`config.mk`:
```
export PLATFORM = sky130hd
export DESIGN_NAME = hamming_secded_decoder
export DESIGN_NICKNAME = d
export VERILOG_FILES = /design/src/rtl/hamming_secded_decoder.sv
export SDC_FILE = /design/constraint.sdc
export NUM_CORES = 1
export LEC_CHECK = 0
export CORE_MARGIN = 1
export CORE_UTILIZATION = 49
export DETAILED_ROUTE_END_ITERATION = 6
export PLACE_DENSITY = 0.75
export SLEW_MARGIN = 20
export SYNTH_ARGS = -nofsm -noshare
export SYNTH_HDL_FRONTEND = slang
export SYNTH_SLANG_ARGS = --single-unit
```
`constraint.sdc`:
```
create_clock -name clk -period 2.3 [get_ports clk]
set_input_delay 0.46 -clock clk [delete_from_list [all_inputs] [get_ports clk]]
set_output_delay 0.46 -clock clk [all_outputs]
set_load 0.02 [all_outputs]
```
`src/rtl/hamming_secded_decoder.sv`:
```
// Receive side of the (16,11) SECDED Hamming code: reads encoded words from data
// memory, corrects single errors, flags double errors, writes data plus status back.
module hamming_secded_decoder #(
  parameter int NUM_WORDS = 15,
  parameter int SRC_BASE  = 30,
  parameter int DST_BASE  = 0,
  parameter int AW        = 8
) (
  input  logic          clk,
  input  logic          reset,
  input  logic          start,
  output logic [AW-1:0] mem_addr,
  input  logic [7:0]    mem_rd_data,
  output logic          mem_wr_en,
  output logic [7:0]    mem_wr_data,
  output logic [4:0]    corr_cnt,
  output logic [4:0]    dbl_cnt,
  output logic          done,
  output logic [2:0]    dbg_state
);

  localparam int            IW       = (NUM_WORDS > 1) ? $clog2(NUM_WORDS) : 1;
  localparam logic [IW-1:0] LAST_IDX = IW'(NUM_WORDS - 1);

  typedef enum logic [2:0] {
    S_IDLE   = 3'd0,
    S_RD_LO  = 3'd1,
    S_RD_HI  = 3'd2,
    S_CAP_HI = 3'd3,
    S_DECODE = 3'd4,
    S_WR_LO  = 3'd5,
    S_WR_HI  = 3'd6,
    S_DONE   = 3'd7
  } state_t;

  state_t        r_state;
  state_t        w_state_nx;
  logic [IW-1:0] r_idx;
  logic [7:0]    r_lo;
  logic [15:0]   r_word;
  logic [10:0]   r_data;
  logic [1:0]    r_flag;
  logic [4:0]    r_corr;
  logic [4:0]    r_dbl;
  logic          r_done;

  logic [3:0]    w_syn;
  logic          w_par;
  logic [10:0]   w_dmask;
  logic [10:0]   w_data;
  logic [1:0]    w_flag;
  logic          w_last;
  logic [AW-1:0] w_src_addr;
  logic [AW-1:0] w_dst_addr;

  assign w_last     = (r_idx == LAST_IDX);
  assign w_src_addr = AW'(SRC_BASE) + AW'({r_idx, 1'b0});
  assign w_dst_addr = AW'(DST_BASE) + AW'({r_idx, 1'b0});

  always_ff @(posedge clk or negedge reset) begin
    if (!reset) r_state <= S_IDLE;
    else        r_state <= w_state_nx;
  end

  // start is a single-cycle pulse; it is only looked at in IDLE and DONE
  always_comb begin
    w_state_nx = r_state;
    case (r_state)
      S_IDLE, S_DONE: if (start) w_state_nx = S_RD_LO;
      S_RD_LO:        w_state_nx = S_RD_HI;
      S_RD_HI:        w_state_nx = S_CAP_HI;
      S_CAP_HI:       w_state_nx = S_DECODE;
      S_DECODE:       w_state_nx = S_WR_LO;
      S_WR_LO:        w_state_nx = S_WR_HI;
      S_WR_HI:        w_state_nx = w_last ? S_DONE : S_RD_LO;
      default:        w_state_nx = S_IDLE;
    endcase
  end

  always_comb begin
    mem_addr    = '0;
    mem_wr_en   = 1'b0;
    mem_wr_data = '0;
    case (r_state)
      S_RD_LO: mem_addr = w_src_addr;
      S_RD_HI: mem_addr = w_src_addr + AW'(1);
      S_WR_LO: begin
        mem_addr    = w_dst_addr;
        mem_wr_en   = 1'b1;
        mem_wr_data = r_data[7:0];
      end
      S_WR_HI: begin
        mem_addr    = w_dst_addr + AW'(1);
        mem_wr_en   = 1'b1;
        mem_wr_data = {r_flag, 3'b000, r_data[10:8]};
      end
      default: ;
    endcase
  end

  // Syndrome is the XOR of the positions of all set bits 1..15
  always_comb begin
    w_syn = '0;
    for (int j = 1; j < 16; j++) begin
      if (r_word[j]) w_syn = w_syn ^ 4'(j);
    end
  end

  assign w_par = ^r_word;

  // Parity positions (0,1,2,4,8) map to no data bit, so their mask stays zero
  always_comb begin
    w_dmask = '0;
    case (w_syn)
      4'd3:  w_dmask = 11'h001;
      4'd5:  w_dmask = 11'h002;
      4'd6:  w_dmask = 11'h004;
      4'd7:  w_dmask = 11'h008;
      4'd9, 4'd10, 4'd11, 4'd12, 4'd13, 4'd14, 4'd15:
             w_dmask = 11'h010 << (w_syn - 4'd9);
      default: w_dmask = '0;
    endcase
    w_flag = 2'b00;
    if (w_par)              w_flag = 2'b01;
    else if (w_syn != 4'd0) w_flag = 2'b10;
    w_data = {r_word[15:9], r_word[7:5], r_word[3]} ^ (w_par ? w_dmask : 11'h000);
  end

  always_ff @(posedge clk or negedge reset) begin
    if (!reset) begin
      r_idx  <= '0;
      r_lo   <= '0;
      r_word <= '0;
      r_data <= '0;
      r_flag <= '0;
      r_corr <= '0;
      r_dbl  <= '0;
      r_done <= 1'b0;
    end else begin
      r_done <= (r_state == S_DONE) && (w_state_nx == S_DONE);
      case (r_state)
        S_IDLE, S_DONE: begin
          if (start) begin
            r_idx  <= '0;
            r_corr <= '0;
            r_dbl  <= '0;
          end
        end
        S_RD_HI:  r_lo   <= mem_rd_data;
        S_CAP_HI: r_word <= {mem_rd_data, r_lo};
        S_DECODE: begin
          r_data <= w_data;
          r_flag <= w_flag;
          if (w_flag == 2'b01 && r_corr != 5'd31) r_corr <= r_corr + 5'd1;
          if (w_flag == 2'b10 && r_dbl  != 5'd31) r_dbl  <= r_dbl + 5'd1;
        end
        S_WR_HI: if (!w_last) r_idx <= r_idx + IW'(1);
        default: ;
      endcase
    end
  end

  assign corr_cnt  = r_corr;
  assign dbl_cnt   = r_dbl;
  assign done      = r_done;
  assign dbg_state = r_state;

endmodule

```
==> impl_metrics.env, run 1 <==
export IMPL_whs_ns=0.123
export IMPL_drt_iter0_markers=125
export IMPL_grt_pass1_vias=2164
export IMPL_post_drt_wl_per_cell_um=14.3
export IMPL_fin_worst_skew_ns=0.00668
export IMPL_fillers=461
export IMPL_drive_gt1_share_pct=30.1
export IMPL_syn_area_mm2=0.00314
export IMPL_rsz0062_at_grt="yes"
export IMPL_ys_warnings_count=0
export IMPL_dieArea_mm2=0.00673
export IMPL_drv_slew=0
export IMPL_ys_flop_type="dfrtp_1"
export IMPL_crit_type="flop to flop"
export IMPL_clock_sinks=55
export IMPL_grt_pass1_wl_um=10100
export IMPL_fin_ws_ns=-0.0167
export IMPL_start_util_pct=51.8
export IMPL_placed_area_mm2=0.00373
export IMPL_post_dp_hpwl_um=4470
export IMPL_dr_total_vias=2339
export IMPL_holdCritPathClass="input port to asynchronous set/reset pin"
export IMPL_routed_wl_um=6360
export IMPL_drc=0
export IMPL_synth_distinct_cells=46
export IMPL_ant_nets=0
export IMPL_relSlewSlack_pct=63.4
export IMPL_dr_pass1_iters=5
export IMPL_post_route_period_util_pct=101
export IMPL_tightestPinTransition_ns=0.549
export IMPL_grt_remaining_overflow=0
export IMPL_gp_congestion=0.958
export IMPL_clk_insertion_delay_late_ns=0.31
export IMPL_path_clk_slew_ns=0.10
export IMPL_start_kind="flop"
export IMPL_dieHeight_um=82.0
export IMPL_synth_cells=304
export IMPL_grt_usage_pct=19.9
export IMPL_hold_viol=0
export IMPL_pre_cts_ws_ns=-0.136
export IMPL_max_freq_mhz=432
export IMPL_cts_root_buffer="clkbuf_8"
export IMPL_hold_buffers=0
export IMPL_grt_max_degree=35
export IMPL_violations="setup timing"
export IMPL_worstPathRequired_ns=2.55
export IMPL_synth_top_area_share_pct=43.9
export IMPL_cts_buffer_depth=2
export IMPL_fin_crit_ns=2.32
export IMPL_ios=42
export IMPL_syn_to_final_growth_pct=32.4
export IMPL_cts_tree="built"
export IMPL_core_area_mm2=0.00606
export IMPL_n_antenna_cell=0
export IMPL_seqCellArea_mm2=0.00139
export IMPL_setup_violations=1
export IMPL_yosysMostFrequentCell="dfrtp_1"
export IMPL_worstPathMaxFanout=4
export IMPL_yosysSeqAreaShare_pct=43.9
export IMPL_antenna_found_initial=0
export IMPL_worstPathArrival_ns=2.56
export IMPL_multi_input_area_mm2=0.00192
export IMPL_rows=28
export IMPL_die_w_um=82.0
export IMPL_cp_end_kind="flop"
export IMPL_ys_top_cells_by_count="55 x dfrtp_1, 30 x nor2_1, 30 x xnor2_1, 26 x mux2_2, 21 x nand2_1"
export IMPL_regToRegSetupSlack_ns=-0.02
export IMPL_numCtsBuffers=5
export IMPL_yosys_area_top_type="dfrtp_1"
export IMPL_synth_area_top_cells="dfrtp_1 44%, mux2_2 9.3%, xnor2_1 8.4%, nor2_1 3.6%, ha_1 3.2%"
export IMPL_fin_area_mm2=0.00415
export IMPL_avgViaCountPerCell=5.27
export IMPL_htree_levels=2
export IMPL_syn_avg_cell_area_um2=10.3
export IMPL_instances_no_fill=444
export IMPL_port_buffers=39
export IMPL_drv_cap=0
export IMPL_finalNetCount=387
export IMPL_post_place_cells=426
export IMPL_synth_edff_count=0
export IMPL_yosys_register_bits=55
export IMPL_outcome="finished with violations"
export IMPL_synthArstFlopShare_pct=100
-- cell usage in the layout (no fill, tap or decap), types with 3 or more instances in the layout --
cell             Yosys  layout
or3_1                3       3
a22o_1               5       5
inv_1                7       6
nor2_1              30      29
dfrtp_2              0       7
nand4_1              4       4
buf_4                2      29
nand3_1              7       6
nand2b_1             4       4
nor2b_1             12       9
dlygate4sd2_1        0      12
nor2b_2              0       3
mux2_2              26      26
xnor2_4              1       3
clkdlybuf4s50_1      0      24
nand2_1             21      21
a21bo_1              3       3
ha_1                 8       7
xnor2_1             30      17
clkbuf_8             0       6
o21ai_1             13      14
xor2_1               9       6
and3_1               7       7
dfrtp_1             55      48
xor2_2               3       4
a21oi_1              5       4
xnor2_2              2      13
a22oi_1              5       5
o21ai_0              4       3
-- cell type report --
class                           count  share of cell area, %
Tap cell                           75                   2.26
Clock inverter                      2                  0.934
Multi-Input combinational cell    230                   46.3
Inverter                            7                  0.633
Sequential cell                    55                   33.3
Clock buffer                        6                   1.99
Timing Repair Buffer               69                   14.5
-- through the flow --
| stage | util, % | setup TNS [ns] |
|---|---|---|
| final | 68.5 | -0.0167 |
| after global routing | 68.5 | -0.494 |
| after detailed placement | 61.6 | -0.418 |
| after global placement | 61.6 | -0.191 |
| after CTS | 64.2 | 0 |
| after floorplan | - | 0 |
-- sequential cells by signal (all words and copies together) (netlist names) --
signal     count
dbl_cnt        5
r_word        16
r_idx          4
dbg_state      3
r_flag         2
r_lo           8
corr_cnt       5
r_data        11
done           1
-- critical path: stages (launching register included) --
cell and delay [ns]:
dfrtp_1 0.47, xor2_2 0.31, xor2_2 0.34, xnor2_4 0.13, xnor2_2 0.29, a31oi_2 0.17
or3_1 0.39, a21oi_1 0.15
-- what timing repair did --
action | in CTS | in global routing
gates resized for setup | 25 | 35
setup endpoints to repair | 20 | 22
pin swaps | 2 | 14
setup buffers | 1 | 9
-- layer usage --
metal | part of all wire (%) | track usage, %
met5 | 0 | 0
met4 | 1.8 | 7.54
met3 | 2.8 | 3.33
met1 | 45 | 26.4
met2 | 50 | 32.6
-- cells by family after synthesis --
logic type                 Yosys count  synth area share (%)
other                                1                 0.120
AOI/OAI and AO/OA                   46                  9.57
buffers and inverters               20                  2.63
DFF                                 55                  43.9
adders and majority gates            8                  3.19
and+or+nand+nor                    101                  16.2
xor gates and xnor gates            45                  14.4
muxes                               28                  10.0
-- worst paths after layout --
path / depth (start not counted) / end / from
worst max register to register: 7 / dbl_cnt[2] / r_word[11]
max in group asynchronous: 2 / r_word[9] / reset
worst min-delay path: 1 / r_data[9] / reset
worst max-delay path: 7 / dbl_cnt[2] / r_word[11]
min in group clk: 2 / r_data[3] / r_data[3]
worst min register to register: 2 / r_data[3] / r_data[3]
Power of run 1 is left out: the tool's default activity adds up to more than one toggle a clock period on the data nets, which glitch-free logic cannot reach.
==> inputs of run 2 (changes only) <==
- REMOVE_ABC_BUFFERS: not set -> 1
- clock period: 2.3 -> 2.1 ns (I/O delays scaled with it)
==> run 2 against run 1 <==
  * The run still ends with setup timing left
  * Sequential share of layout area decreased by 2.7 points
  * Register-to-register slack got worse by 0.06 ns
  * Highest routed layer unchanged
  * Design area increased by 9.4%
  * Count of clock-buffer cells in the layout increased by 2
  * Clock skew increased by 0.0020 ns
  * Sequential cell count unchanged
  * Global-route usage increased by 4.3 points
==> impl_metrics.env, run 2 (same netlist as run 1, synthesis figures left out) <==
export IMPL_grt_usage_pct=24.2
export IMPL_hold_buffers=0
export IMPL_gp_congestion=0.917
export IMPL_ant_nets=0
export IMPL_reg_top3="r_word (16), r_data (11), r_lo (8)"
export IMPL_cp_cell_sequence="xor2_4 -> xnor2_4 -> xor2_1 -> buf_4 -> xnor2_4 -> nand3_2 -> a21bo_1 -> mux2_2"
export IMPL_violations="setup timing"
export IMPL_n_antenna_cell=0
export IMPL_avgViaCountPerCell=5.35
export IMPL_ios=42
export IMPL_cts_tree="built"
export IMPL_grt_max_degree=36
export IMPL_crit_path_frequent_cell="xnor2_4"
export IMPL_grt_use_met1_pct=25.5
export IMPL_drt_iter0_markers=111
export IMPL_path_clk_slew_ns=0.10
export IMPL_dr_total_vias=2531
export IMPL_largest_register="r_word"
export IMPL_drive_gt1_share_pct=43.5
export IMPL_worstPathArrival_ns=2.38
export IMPL_worstPathRequired_ns=2.31
export IMPL_max_freq_mhz=460
export IMPL_post_drt_wl_per_cell_um=15.4
export IMPL_layout_common_cells="56 x buf_4, 43 x dfrtp_1, 26 x mux2_2"
export IMPL_clock_sinks=55
export IMPL_drc=0
export IMPL_cpLargestDelayFamily="XOR/XNOR gates"
export IMPL_seqCellArea_mm2=0.00139
export IMPL_die_w_um=82.0
export IMPL_syn_to_final_growth_pct=44.8
export IMPL_use_met2_pct=46.0
export IMPL_port_buffers=39
export IMPL_grt_pass1_vias=2584
export IMPL_grt_pass1_wl_um=11900
export IMPL_holdCritPathClass="input port to asynchronous set/reset pin"
export IMPL_grt_remaining_overflow=0
export IMPL_htree_levels=2
export IMPL_routed_wl_um=7310
export IMPL_clk_insertion_delay_late_ns=0.32
export IMPL_busiest_layer="met2"
export IMPL_cp_end_kind="flop"
export IMPL_drv_slew=0
export IMPL_drv_cap=0
export IMPL_finalNetCount=416
export IMPL_fillers=406
export IMPL_critPathMaxStageDelay_ns=0.48
export IMPL_setup_violations=11
export IMPL_worstPathMaxFanout=4
export IMPL_cts_buffer_depth=2
export IMPL_post_route_period_util_pct=104
export IMPL_core_area_mm2=0.00606
export IMPL_fin_crit_ns=2.17
export IMPL_outcome="finished with violations"
export IMPL_dr_pass1_iters=4
export IMPL_dieArea_mm2=0.00673
export IMPL_timing_critical_path_buf_inv=1
export IMPL_rsz0062_at_grt="yes"
export IMPL_antenna_found_initial=0
export IMPL_start_kind="flop"
export IMPL_rows=28
export IMPL_fin_worst_skew_ns=0.00865
export IMPL_fin_ws_ns=-0.0747
export IMPL_slowest_stage="dfrtp_2"
export IMPL_cts_root_buffer="clkbuf_8"
export IMPL_crit_type="flop to flop"
export IMPL_dieHeight_um=82.0
export IMPL_met3_usage_pct=5.78
export IMPL_largest_register_ffs=16
export IMPL_relSlewSlack_pct=65.8
export IMPL_numCtsBuffers=5
export IMPL_whs_ns=0.0661
export IMPL_hold_viol=0
export IMPL_start_util_pct=51.8
export IMPL_final_common_cell="buf_4"
export IMPL_tightestPinTransition_ns=0.512
export IMPL_multi_input_area_mm2=0.00213
export IMPL_post_dp_hpwl_um=4970
[run 2: final timing paths]
check	slack (ns)	cells past startpoint	startpoint	endpoint
max	-0.07	8	r_word[7]	dbl_cnt[0]
min in group clk	0.49	2	r_flag[1]	r_flag[1]
max reg2reg	-0.07	8	r_word[7]	dbl_cnt[0]
min	0.07	1	reset	r_word[4]
max in group asynchronous	1.46	2	reset	r_word[10]
min reg2reg	0.49	2	r_flag[1]	r_flag[1]
[run 2: worst register-to-register path, stage by stage (launching register included)]
cell and delay (ns):
dfrtp_2 0.48, xor2_4 0.22, xnor2_4 0.15, xor2_1 0.17, buf_4 0.17, xnor2_4 0.27, nand3_2 0.13, a21bo_1 0.23
mux2_2 0.26
[run 2: final cells by class]
type                       instances  area share [%]
clock buffer                       8            2.20
inverter                           7           0.578
multi-input combinational        230            46.8
sequential                        55            30.6
tap                               75            2.06
timing repair buffer              98            17.7
[run 2: what timing repair did]
action | in CTS | in global routing
pin swaps | 35 | 15
endpoints found under the hold margin | 0 | 0
endpoints found under the setup margin | 30 | 34
resized for setup | 90 | 34
setup buffers | 9 | 3
[run 2: layer usage]
metal / vias up / wire, µm
li1: 1227 / -
met1: 1236 / 2880
met2: 55 / 4030
met3: 13 / 253
met4: 0 / 148
met5: - / 0
[run 2: per-stage QoR]
stage | TNS (ns) | worst slack (ns) | area, µm² | utilization (%) | std cells
global route | -1.99 | -0.173 | 4540 | 75.0 | 473
detailed placement | -1.57 | -0.222 | 3950 | 65.2 | 454
global placement | -0.939 | -0.134 | 3950 | 65.2 | 454
finish | -0.376 | -0.0747 | 4540 | 75.0 | 473
CTS | -0.200 | -0.0429 | 4490 | 74.0 | 470
floorplan | -0.876 | -0.0998 | 3090 | - | 292
Power of run 2 is left out for the same reason.
